**config.mk**
```make
export PLATFORM = sky130hd
export DESIGN_NAME = riscv_test_monitor
export DESIGN_NICKNAME = d
export VERILOG_FILES = /design/src/rtl/riscv_test_monitor.sv
export SDC_FILE = /design/constraint.sdc
export NUM_CORES = 1
export LEC_CHECK = 0
export ABC_AREA = 1
export CORE_MARGIN = 1
export CORE_UTILIZATION = 50
export DETAILED_ROUTE_END_ITERATION = 8
export MAX_ROUTING_LAYER = met4
export PLACE_DENSITY = 0.75
export SETUP_SLACK_MARGIN = 0.5
export SLEW_MARGIN = 20
export SYNTH_ARGS = -nofsm -noshare
export SYNTH_HDL_FRONTEND = slang
export SYNTH_SLANG_ARGS = --single-unit
```
**constraint.sdc**
```tcl
create_clock -name clk -period 2.1 [get_ports clk]
set_input_delay 0.42 -clock clk [delete_from_list [all_inputs] [get_ports clk]]
set_output_delay 0.42 -clock clk [all_outputs]
set_load 0.05 [all_outputs]
```
**src/rtl/riscv_test_monitor.sv**
```systemverilog
// End-of-test monitor: snoops register writeback to derive a sticky PASS/FAIL/timeout verdict.
// Optional watchdog built only when TEST_MON_WATCHDOG_EN is defined (and TIMEOUT > 0).
module riscv_test_monitor #(
    parameter int XLEN     = 64,
    parameter int TNUM_REG = 3,
    parameter int DONE_REG = 26,
    parameter int PASS_REG = 27,
    parameter int CNT_W    = 32,
    parameter int TIMEOUT  = 100000
) (
    input  logic             clk,
    input  logic             rst,
    input  logic             wb_we,
    input  logic [4:0]       wb_waddr,
    input  logic [XLEN-1:0]  wb_wdata,
    input  logic             retire,
    output logic             done,
    output logic             pass,
    output logic             fail,
    output logic             timeout,
    output logic [XLEN-1:0]  fail_testnum,
    output logic [CNT_W-1:0] cycle_cnt,
    output logic [CNT_W-1:0] retire_cnt
);

    typedef enum logic [1:0] {S_RUN, S_PASS, S_FAIL, S_TMO} state_t;

    state_t           r_state, w_state_nxt;
    logic [XLEN-1:0]  r_tnum, r_pass, r_fail_tnum;
    logic [CNT_W-1:0] r_cycle, r_retire;

    logic w_run, w_wr, w_done_wr, w_pass_ok, w_wd_hit, w_to_fail;

    assign w_run     = (r_state == S_RUN);
    // x0 is hardwired zero in the core, so writes to it never reach a shadow
    assign w_wr      = wb_we && (wb_waddr != 5'd0);
    assign w_done_wr = w_wr && (wb_waddr == 5'(DONE_REG)) && (wb_wdata == XLEN'(1));
    assign w_pass_ok = (r_pass == XLEN'(1));

`ifdef TEST_MON_WATCHDOG_EN
    localparam bit WD_EN  = (TIMEOUT > 0);
    localparam int WD_LIM = (TIMEOUT > 0) ? TIMEOUT - 1 : 0;
    assign w_wd_hit = WD_EN && (r_cycle == CNT_W'(WD_LIM));
`else
    logic w_unused_timeout;
    assign w_unused_timeout = (TIMEOUT != 0);
    assign w_wd_hit = 1'b0;
`endif

    // A DONE==1 write takes priority over a coincident watchdog expiry
    always_comb begin
        w_state_nxt = r_state;
        if (r_state == S_RUN) begin
            if (w_done_wr)
                w_state_nxt = w_pass_ok ? S_PASS : S_FAIL;
            else if (w_wd_hit)
                w_state_nxt = S_TMO;
        end
    end

    assign w_to_fail = w_run && ((w_state_nxt == S_FAIL) || (w_state_nxt == S_TMO));

    always_ff @(posedge clk or negedge rst) begin
        if (!rst) begin
            r_state <= S_RUN;
        end else begin
            r_state <= w_state_nxt;
        end
    end

    always_ff @(posedge clk or negedge rst) begin
        if (!rst) begin
            r_tnum      <= '0;
            r_pass      <= '0;
            r_fail_tnum <= '0;
        end else if (w_run) begin
            if (w_wr && (wb_waddr == 5'(TNUM_REG)))
                r_tnum <= wb_wdata;
            if (w_wr && (wb_waddr == 5'(PASS_REG)))
                r_pass <= wb_wdata;
            if (w_to_fail)
                r_fail_tnum <= r_tnum;
        end
    end

    // Counters include the verdict cycle and saturate rather than wrap
    always_ff @(posedge clk or negedge rst) begin
        if (!rst) begin
            r_cycle  <= '0;
            r_retire <= '0;
        end else if (w_run) begin
            if (r_cycle != '1)
                r_cycle <= r_cycle + 1'b1;
            if (retire && (r_retire != '1))
                r_retire <= r_retire + 1'b1;
        end
    end

    assign done         = (r_state != S_RUN);
    assign pass         = (r_state == S_PASS);
    assign fail         = (r_state == S_FAIL) || (r_state == S_TMO);
    assign timeout      = (r_state == S_TMO);
    assign fail_testnum = r_fail_tnum;
    assign cycle_cnt    = r_cycle;
    assign retire_cnt   = r_retire;

endmodule

```
; ---- Word-level counts from Yosys, hierarchy flattened
; Index checks and enable logic that the tools add are counted.
[classes]
addsub = 2
n_eq_ne = 12
mux = 3
n_reduce_logical = 17
[op_table]
columns = operator, count
row1 = $eq A64 B1 Y1 const B, 2
row2 = $add A32 B1 Y32 const B, 2
row3 = $ne A32 B32 Y1 const B, 2
row4 = $eq A5 B5 Y1 const B, 2
row5 = $reduce_and A2 Y1, 5
row6 = $eq A2 B2 Y1 const B, 4
row7 = $logic_and A1 B1 Y1, 7
row8 = $mux W2, 3
row9 = $eq A5 B2 Y1 const B, 1
row10 = $reduce_bool A5 Y1, 1
row11 = $eq A2 B1 Y1 const B, 1
row12 = $logic_not A2 Y1, 1
row13 = $logic_or A1 B1 Y1, 2
row14 = $reduce_bool A2 Y1, 1
[totals]
reg_bits = 258
out_inout_bits = 132
wordCells = 40

; ---- Depth between registers and ports, before layout
; Gate-level depths: netlist (run 1).
[logic_depth]
ltp_word = 10
depth_mapped = 13

; ---- Worst setup path before layout (run 1)
; Ideal clock, no wire load.
[synth_timing]
kind = register to register
from = register r_retire[0], in the netlist retire_cnt[0]
to = register r_retire[0], in the netlist retire_cnt[0]
setup_ns = 0.118
t_arrival_ns = 2.031
required_time_ns = 1.982
path_slack_ns = -0.050
path_stages_with_launch = 14
period_less_slack_ns = 2.150
cell_sequence = dfrtp_1 -> ha_1 -> nand3_2 -> inv_2 -> nand2_2 -> inv_2 -> nand3_4 -> nor2_8 -> nand2_4 -> nand2_8 -> inv_6 -> buf_6 -> nand2_2 -> nand2_1
[synth_between]
elab_chain_cells = 3
elab_cells_between_ends = 4
classes_between = 1 x add/sub / 1 x eq/ne / 2 x reduce/logical
[synth_lines]
columns = item, line
row1 = "start, declared", 30  ; logic [CNT_W-1:0] r_cycle, r_retire;
row2 = "start signal, assigned", 95  ; r_retire <= r_retire + 1'b1;
row3 = branches (longest 3 deep; another with $add A32 B1 Y32), -
; Several ways; the timed one is not identified.
; A chain may end at the register's enable or synchronous reset.

; ---- Worst setup path after layout (run 1)
[layout_timing]
from = register r_state[1]
to = register r_tnum[26]
[layout_between]
elab_chain_cells = 2
[layout_lines]
columns = item, line
row1 = "start, declared", 28  ; state_t r_state, w_state_nxt;
row2 = "start signal, assigned", 67  ; r_state <= w_state_nxt;
row3 = $logic_not A2 Y1, 34  ; assign w_run = (r_state == S_RUN);
row4 = $reduce_and A2 Y1 (no line), -
row5 = "end signal, assigned", 78  ; r_tnum <= wb_wdata;
row6 = "end, declared", 29  ; logic [XLEN-1:0] r_tnum, r_pass, r_fail_tnum;
; Every way passes these cells.

==> flow_metrics.env, run 1 <==
export IMPL_cp_end_kind="register"
export IMPL_clkLatencyLatePin_ns=0.56
export IMPL_synth_cell_types=37
export IMPL_synth_nets=1667
export IMPL_max_clock_freq_ghz=0.504
export IMPL_p_comb_share_pct=3.3
export IMPL_ir_drop_v=0.000536
export IMPL_hold_slack_ns=0.229
export IMPL_finalHoldViolCount=0
export IMPL_path_delay_family="simple AND/OR/NAND/NOR gates"
export IMPL_internal_power_mw=8.53
export IMPL_pre_cts_slack_ns=-0.212
export IMPL_final_max_slew_violation_count=0
export IMPL_drtPass1Iterations=6
export IMPL_synthTopCellsByCount="504 x nand2_1, 258 x dfrtp_1, 176 x inv_1, 155 x nor2_1, 89 x nand3_1"
export IMPL_p_leak_nw=9.15
export IMPL_yosys_area_top_type="dfrtp_1"
export IMPL_post_synth_top_count_cell="nand2_1"
export IMPL_r2r_end="r_tnum[26]"
export IMPL_cap_viol_max_count=0
export IMPL_num_vias=12800
export IMPL_crit_arrival_ns=2.42
export IMPL_critPathLaunchType="register"
export IMPL_nets=2011
export IMPL_numCtsBuffers=28
export IMPL_power_frac_clock_pct=51.0
export IMPL_tns_ns=0
export IMPL_hold_depth=3
export IMPL_first_iter_violations=1027
export IMPL_reg2regPathDepth=10
export IMPL_antenna_found_initial=6
export IMPL_pin_count=205
export IMPL_max_slew_margin_pct=71.8
export IMPL_cts_path_max_buffers=3
export IMPL_hp_start="wb_wdata[63]"
export IMPL_fin_util_pct=78.3
export IMPL_drive_gt1_share_pct=34.4
export IMPL_crit_slowest_cell="dfrtp_2"
export IMPL_place_congestion=0.922
export IMPL_setup_viol=0
export IMPL_rsz0062_at_grt="yes"
export IMPL_worst_pin_slew_ns=0.419
export IMPL_powerDensity_nw_per_um2=565
export IMPL_drc_errors=0
export IMPL_synthTopCellsByArea="dfrtp_1 51%, nand2_1 15%, inv_1 5.2%, nor2_1 4.6%, o21bai_1 3.9%"
export IMPL_seq_area_frac_synth_pct=51.1
export IMPL_status="finished, final reports clean"
export IMPL_holdCritPathClass="primary input to register"
export IMPL_grt_pass1_wl_um=57700
export IMPL_grt_ovfl_total=0
export IMPL_fin_crit_sh_pct=94.6
export IMPL_path_class="register to register"
export IMPL_r2r_start="r_state[1]"
export IMPL_die_w_um=161
export IMPL_cts_tree="yes"
export IMPL_start_util_pct=51.5
export IMPL_total_power_mw=10.9
export IMPL_clk_pin_slew_ns=0.07
export IMPL_syn_avg_cell_area_um2=7.94
export IMPL_totalWireLength_um=45400
export IMPL_crit_chain="nor2_4, buf_4, buf_6, nand3_4, nor4_4, nand2_4, buf_12, clkbuf_16, nand2_1, o21ai_1"
export IMPL_root_buffer="clkbuf_16"
export IMPL_coreArea_um2=24500
export IMPL_required_ns=2.53
export IMPL_vias_per_cell=5.58
export IMPL_fillCellCount=1575
export IMPL_crit_fanout=8
export IMPL_rrSetupSlack_ns=0.11
export IMPL_ys_async_sr_fraction_pct=100
export IMPL_rows=57
export IMPL_hpwlAfterDp_um=22600
export IMPL_p_seq_share_pct=45.7
export IMPL_grt_max_degree=73
export IMPL_synth_main_ff_cell="dfrtp_1"
export IMPL_synth_top_family_by_area="simple AND/OR/NAND/NOR gates"
export IMPL_antenna_left=0
export IMPL_p_switching_mw=2.34
export IMPL_syn_area_um2=12600
export IMPL_synth_compound_area_share_pct=10.2
export IMPL_crit_start="r_state[1]"
export IMPL_yosysWarnings=0
export IMPL_synth_xor_area_share_pct=2.15
export IMPL_synthMuxAreaShare_pct=0
export IMPL_setup_ws_ns=0.114
export IMPL_synth_top_area_share_pct=51.1
export IMPL_die_h_um=161
export IMPL_area_growth_pct=52.1
export IMPL_die_area_um2=25900
export IMPL_ys_ff_latch=258
export IMPL_synthSimpleGateAreaFrac_pct=28.2
export IMPL_place_port_buffers=204
export IMPL_ff_latch_area_um2=6540
export IMPL_worst_path_buf_inv=4
export IMPL_synth_edf_count=0
export IMPL_grt_util_all_layers_pct=28.7
export IMPL_fin_skew_ns=0.0173
export IMPL_avgRoutedWirePerCell_um=19.8
export IMPL_swShare_pct=21.5
export IMPL_multi_input_area_um2=6190
export IMPL_htree_levels=1
export IMPL_grt_pass1_vias=11200
export IMPL_hold_path_endpoint="r_tnum[63]"
export IMPL_synth_adder_area_share_pct=0.198
export IMPL_clock_sinks=258
export IMPL_min_period_ns=1.99
export IMPL_max_stage_delay_ns=0.45
export IMPL_synth_cells=1592
## layout make-up
class                   count  area share, %
diodes                      6         0.0781
clock buffers              37           4.19
clock inverters            14           1.18
inverters                 181           3.91
multi-input cells        1090           32.2
flip-flops and latches    258           34.0
well taps                 324           2.11
repair buffers            369           21.8
repair inverters            8          0.508
## routing by layer
layer	vias to the layer above	GRT usage (%)	part of all wire, %
li1	5700	-	-
met1	6120	37.1	38
met2	726	45.5	48
met3	209	4.57	7.7
met4	0	11.5	5.9
met5	-	-	0
## cell families after synthesis
family | after synthesis
and+or+nand+nor | 837
DFF | 258
buffers and inverters | 246
AOI/OAI and AO/OA | 218
xor gates and xnor gates | 31
adders and majority gates | 2
## stage by stage
stage               std cells  instance area, um2
floorplan                1592               13000
global placement         2089               15400
detailed placement       2089               15400
CTS                      2173               16900
global route             2287               19200
finish                   2287               19200
## cells in the final DEF, fill, tap and decap left out, types with 21 or more instances in the layout
master / count
nand2_1: 436
dfrtp_1: 194
inv_1: 170
nor2_1: 126
buf_4: 109
buf_6: 96
nand2_2: 68
o21ai_0: 67
o21bai_1: 65
nand3_2: 65
dfrtp_2: 64
o21ai_1: 62
clkbuf_16: 45
dlygate4sd2_1: 45
nand2_4: 24
nor2_2: 23
xor2_1: 23
clkdlybuf4s50_1: 22
clkbuf_4: 22
o21ai_2: 21
## worst min-delay path, delay by kind of cell
family	cells	cell delay (ns)
buf+inv	2	0.24
compound gates	1	0.08
## state kept, by name, indices dropped and copies added (netlist names)
register      flops
r_tnum           64
retire_cnt       32
r_state           2
fail_testnum     64
r_pass           64
cycle_cnt        32
## worst max path at each step
stage | to | slack [ns] | cells after the start
after floorplan | retire_cnt[0] | 0.26 | 13
after global placement | fail_testnum[11] | -0.19 | 11
after detailed placement | fail_testnum[10] | -0.21 | 11
after CTS | done | 0.20 | 3
after global routing | r_tnum[20] | 0.07 | 10
final | r_tnum[26] | 0.11 | 10
## power groups by stage
stage	Sequential [mW]	Combinational [mW]	Clock, mW
2_1_floorplan	5.06	0.0530	0
3_3_place_gp	5.06	0.367	0
3_5_place_dp	5.06	0.371	0
4_1_cts	4.97	0.346	5.54
5_1_grt	4.97	0.395	5.77
6_report	4.97	0.358	5.54
## timing repair
action	CTS	global route
hold buffers	1	0
endpoints found under the hold margin	33	0
endpoints found under the setup margin	375	332
pin swaps	17	66
cloned	13	36
resized for setup	800	300
setup buffers	19	72
No activity file was read; power rests on OpenSTA's default activity.
==> inputs of run 2 (changes only) <==
--- a/config.mk
+++ b/config.mk
@@ -10,7 +10,7 @@
 export CORE_UTILIZATION = 50
 export DETAILED_ROUTE_END_ITERATION = 8
 export MAX_ROUTING_LAYER = met4
-export PLACE_DENSITY = 0.75
+export PLACE_DENSITY_LB_ADDON = 0.05
 export SETUP_SLACK_MARGIN = 0.5
 export SLEW_MARGIN = 20
 export SYNTH_ARGS = -nofsm -noshare
==> run 2 against run 1 <==
Against the previous run: die area unchanged; non-clock buffer count increased by 44; clock skew increased by 0.0067 ns; combinational power increased by 7.8%; worst setup slack improved by 0.088 ns; highest routed layer unchanged; flip-flop and latch count unchanged; largest cell class unchanged; clock power decreased by 9.7%; core utilization increased by 1.2 points; wire length decreased by 2.7%.
==> flow_metrics.env, run 2 (synthesized netlist as in run 1, its figures left out) <==
export IMPL_grt_pass1_vias=11200
export IMPL_grt_util_all_layers_pct=28.5
export IMPL_root_buffer="clkbuf_16"
export IMPL_place_port_buffers=204
export IMPL_antenna_found_initial=1
export IMPL_fin_skew_ns=0.0240
export IMPL_critPathLaunchType="register"
export IMPL_die_h_um=161
export IMPL_num_vias=12600
export IMPL_drtPass1Iterations=6
export IMPL_internal_power_mw=8.06
export IMPL_required_ns=2.57
export IMPL_fin_util_pct=79.5
export IMPL_clk_pin_slew_ns=0.07
export IMPL_p_switching_mw=2.30
export IMPL_max_slew_margin_pct=65.1
export IMPL_final_max_slew_violation_count=0
export IMPL_hold_slack_ns=0.180
export IMPL_drive_gt1_share_pct=34.2
export IMPL_antenna_left=0
export IMPL_die_area_um2=25900
export IMPL_vias_per_cell=5.42
export IMPL_fillCellCount=1636
export IMPL_status="finished, final reports clean"
export IMPL_clkLatencyLatePin_ns=0.56
export IMPL_grt_pass1_wl_um=57600
export IMPL_first_iter_violations=1089
export IMPL_cap_viol_max_count=0
export IMPL_final_area_um2=19500
export IMPL_min_period_ns=1.90
export IMPL_finalHoldViolCount=0
export IMPL_fin_crit_sh_pct=90.4
export IMPL_nets=2055
export IMPL_mostFrequentLayoutCells="450 x nand2_1, 198 x dfrtp_1, 167 x inv_1"
export IMPL_die_w_um=161
export IMPL_setup_viol=0
export IMPL_clock_sinks=258
export IMPL_final_common_cell="nand2_1"
export IMPL_rsz0062_at_grt="yes"
export IMPL_totalWireLength_um=44200
export IMPL_path_class="register to register"
export IMPL_max_clock_freq_ghz=0.527
export IMPL_grt_max_degree=62
export IMPL_area_growth_pct=54.3
export IMPL_p_leak_nw=9.42
export IMPL_hpwlAfterDp_um=22800
export IMPL_cts_path_max_buffers=3
export IMPL_multi_input_area_um2=6090
export IMPL_rows=57
export IMPL_power_frac_clock_pct=48.3
export IMPL_drc_errors=0
export IMPL_post_dp_cell_area_um2=15600
export IMPL_swShare_pct=22.2
export IMPL_crit_arrival_ns=2.37
export IMPL_start_util_pct=51.5
export IMPL_total_power_mw=10.4
export IMPL_ff_latch_area_um2=6530
export IMPL_ir_drop_v=0.000544
export IMPL_htree_levels=1
export IMPL_worst_pin_slew_ns=0.523
export IMPL_coreArea_um2=24500
export IMPL_p_seq_share_pct=48.0
export IMPL_cp_end_kind="register"
export IMPL_grt_ovfl_total=0
export IMPL_holdCritPathClass="primary input to register"
export IMPL_avgRoutedWirePerCell_um=19.0
export IMPL_powerDensity_nw_per_um2=531
export IMPL_place_congestion=0.907
export IMPL_numCtsBuffers=28
export IMPL_p_comb_share_pct=3.7
export IMPL_crit_fanout=12
export IMPL_pin_count=205
export IMPL_cts_tree="yes"
-- run 2: cell count changes in the layout (fill, tap and decap cells not counted), moves of 7 or more --
| cell | before | now |
|---|---|---|
| clkdlybuf4s50_1 | 22 | 63 |
| nand3_1 | 18 | 34 |
| nand2_2 | 68 | 55 |
| nand3_2 | 65 | 49 |
| nor2_1 | 126 | 119 |
| dlygate4sd2_1 | 45 | 0 |
| buf_16 | 17 | 7 |
| buf_12 | 18 | 26 |
| nand2_1 | 436 | 450 |
| o21ai_1 | 62 | 76 |
| clkbuf_4 | 22 | 9 |
| clkbuf_16 | 45 | 52 |
| o21ai_2 | 21 | 13 |
| buf_4 | 109 | 154 |
-- run 2: critical path: stages (launching register included) --
cell and delay (ns):
dfrtp_1 0.42, nor2_4 0.16, buf_4 0.13, buf_6 0.12, nand3_4 0.08, nor4_4 0.23, nand2_4 0.15, buf_6 0.17
clkbuf_16 0.17, o21ai_1 0.18
-- run 2: metal layers --
layer | vias to the layer above | GRT usage, % | share of wire, %
li1 | 5788 | - | -
met1 | 6071 | 36.5 | 38
met2 | 596 | 47.9 | 50
met3 | 150 | 4.42 | 7.1
met4 | 0 | 6.52 | 4.7
met5 | - | - | 0
-- run 2: area by class of cell --
cell class | count | area share, %
well taps | 324 | 2.08
repair inverters | 9 | 0.738
flip-flops and latches | 258 | 33.5
repair buffers | 413 | 24.0
inverters | 181 | 3.76
multi-input cells | 1089 | 31.2
diodes | 1 | 0.0128
clock buffers | 43 | 4.19
clock inverters | 7 | 0.507
-- run 2: timing repair --
item / CTS / global route
gates resized for setup: 883 / 257
pin swaps: 25 / 70
buffers inserted: 41 / 79
hold endpoints to repair: 54 / 0
cloned: 11 / 38
hold buffers: 1 / 0
setup endpoints to repair: 380 / 321
-- run 2: metrics by stage --
step           setup WS, ns  cells  setup TNS (ns)
6_report              0.202   2325               0
5_1_grt              0.0948   2325               0
4_1_cts               0.201   2207               0
3_5_place_dp         -0.281   2104          -15.26
3_3_place_gp         -0.257   2104          -14.35
2_1_floorplan         0.260   1592               0
-- run 2: worst paths after layout --
check	from	to	slack, ns	depth (start not counted)
worst min register to register	r_pass[34]	r_pass[34]	0.49	2
worst max register to register	r_state[0]	r_tnum[0]	0.20	9
worst min-delay path	wb_wdata[16]	r_tnum[16]	0.18	3
max in group asynchronous	rst	r_pass[18]	0.99	3
worst max-delay path	r_state[0]	r_tnum[0]	0.20	9
min in group asynchronous	rst	cycle_cnt[3]	0.42	2
-- run 2: power by group through the flow --
| stage | clock network [mW] | logic, mW | registers, mW |
|---|---|---|---|
| 2_1_floorplan | 0 | 0.0530 | 5.06 |
| 3_3_place_gp | 0 | 0.376 | 5.06 |
| 3_5_place_dp | 0 | 0.378 | 5.06 |
| 4_1_cts | 5.00 | 0.382 | 4.97 |
| 5_1_grt | 5.23 | 0.428 | 4.97 |
| 6_report | 5.00 | 0.386 | 4.97 |
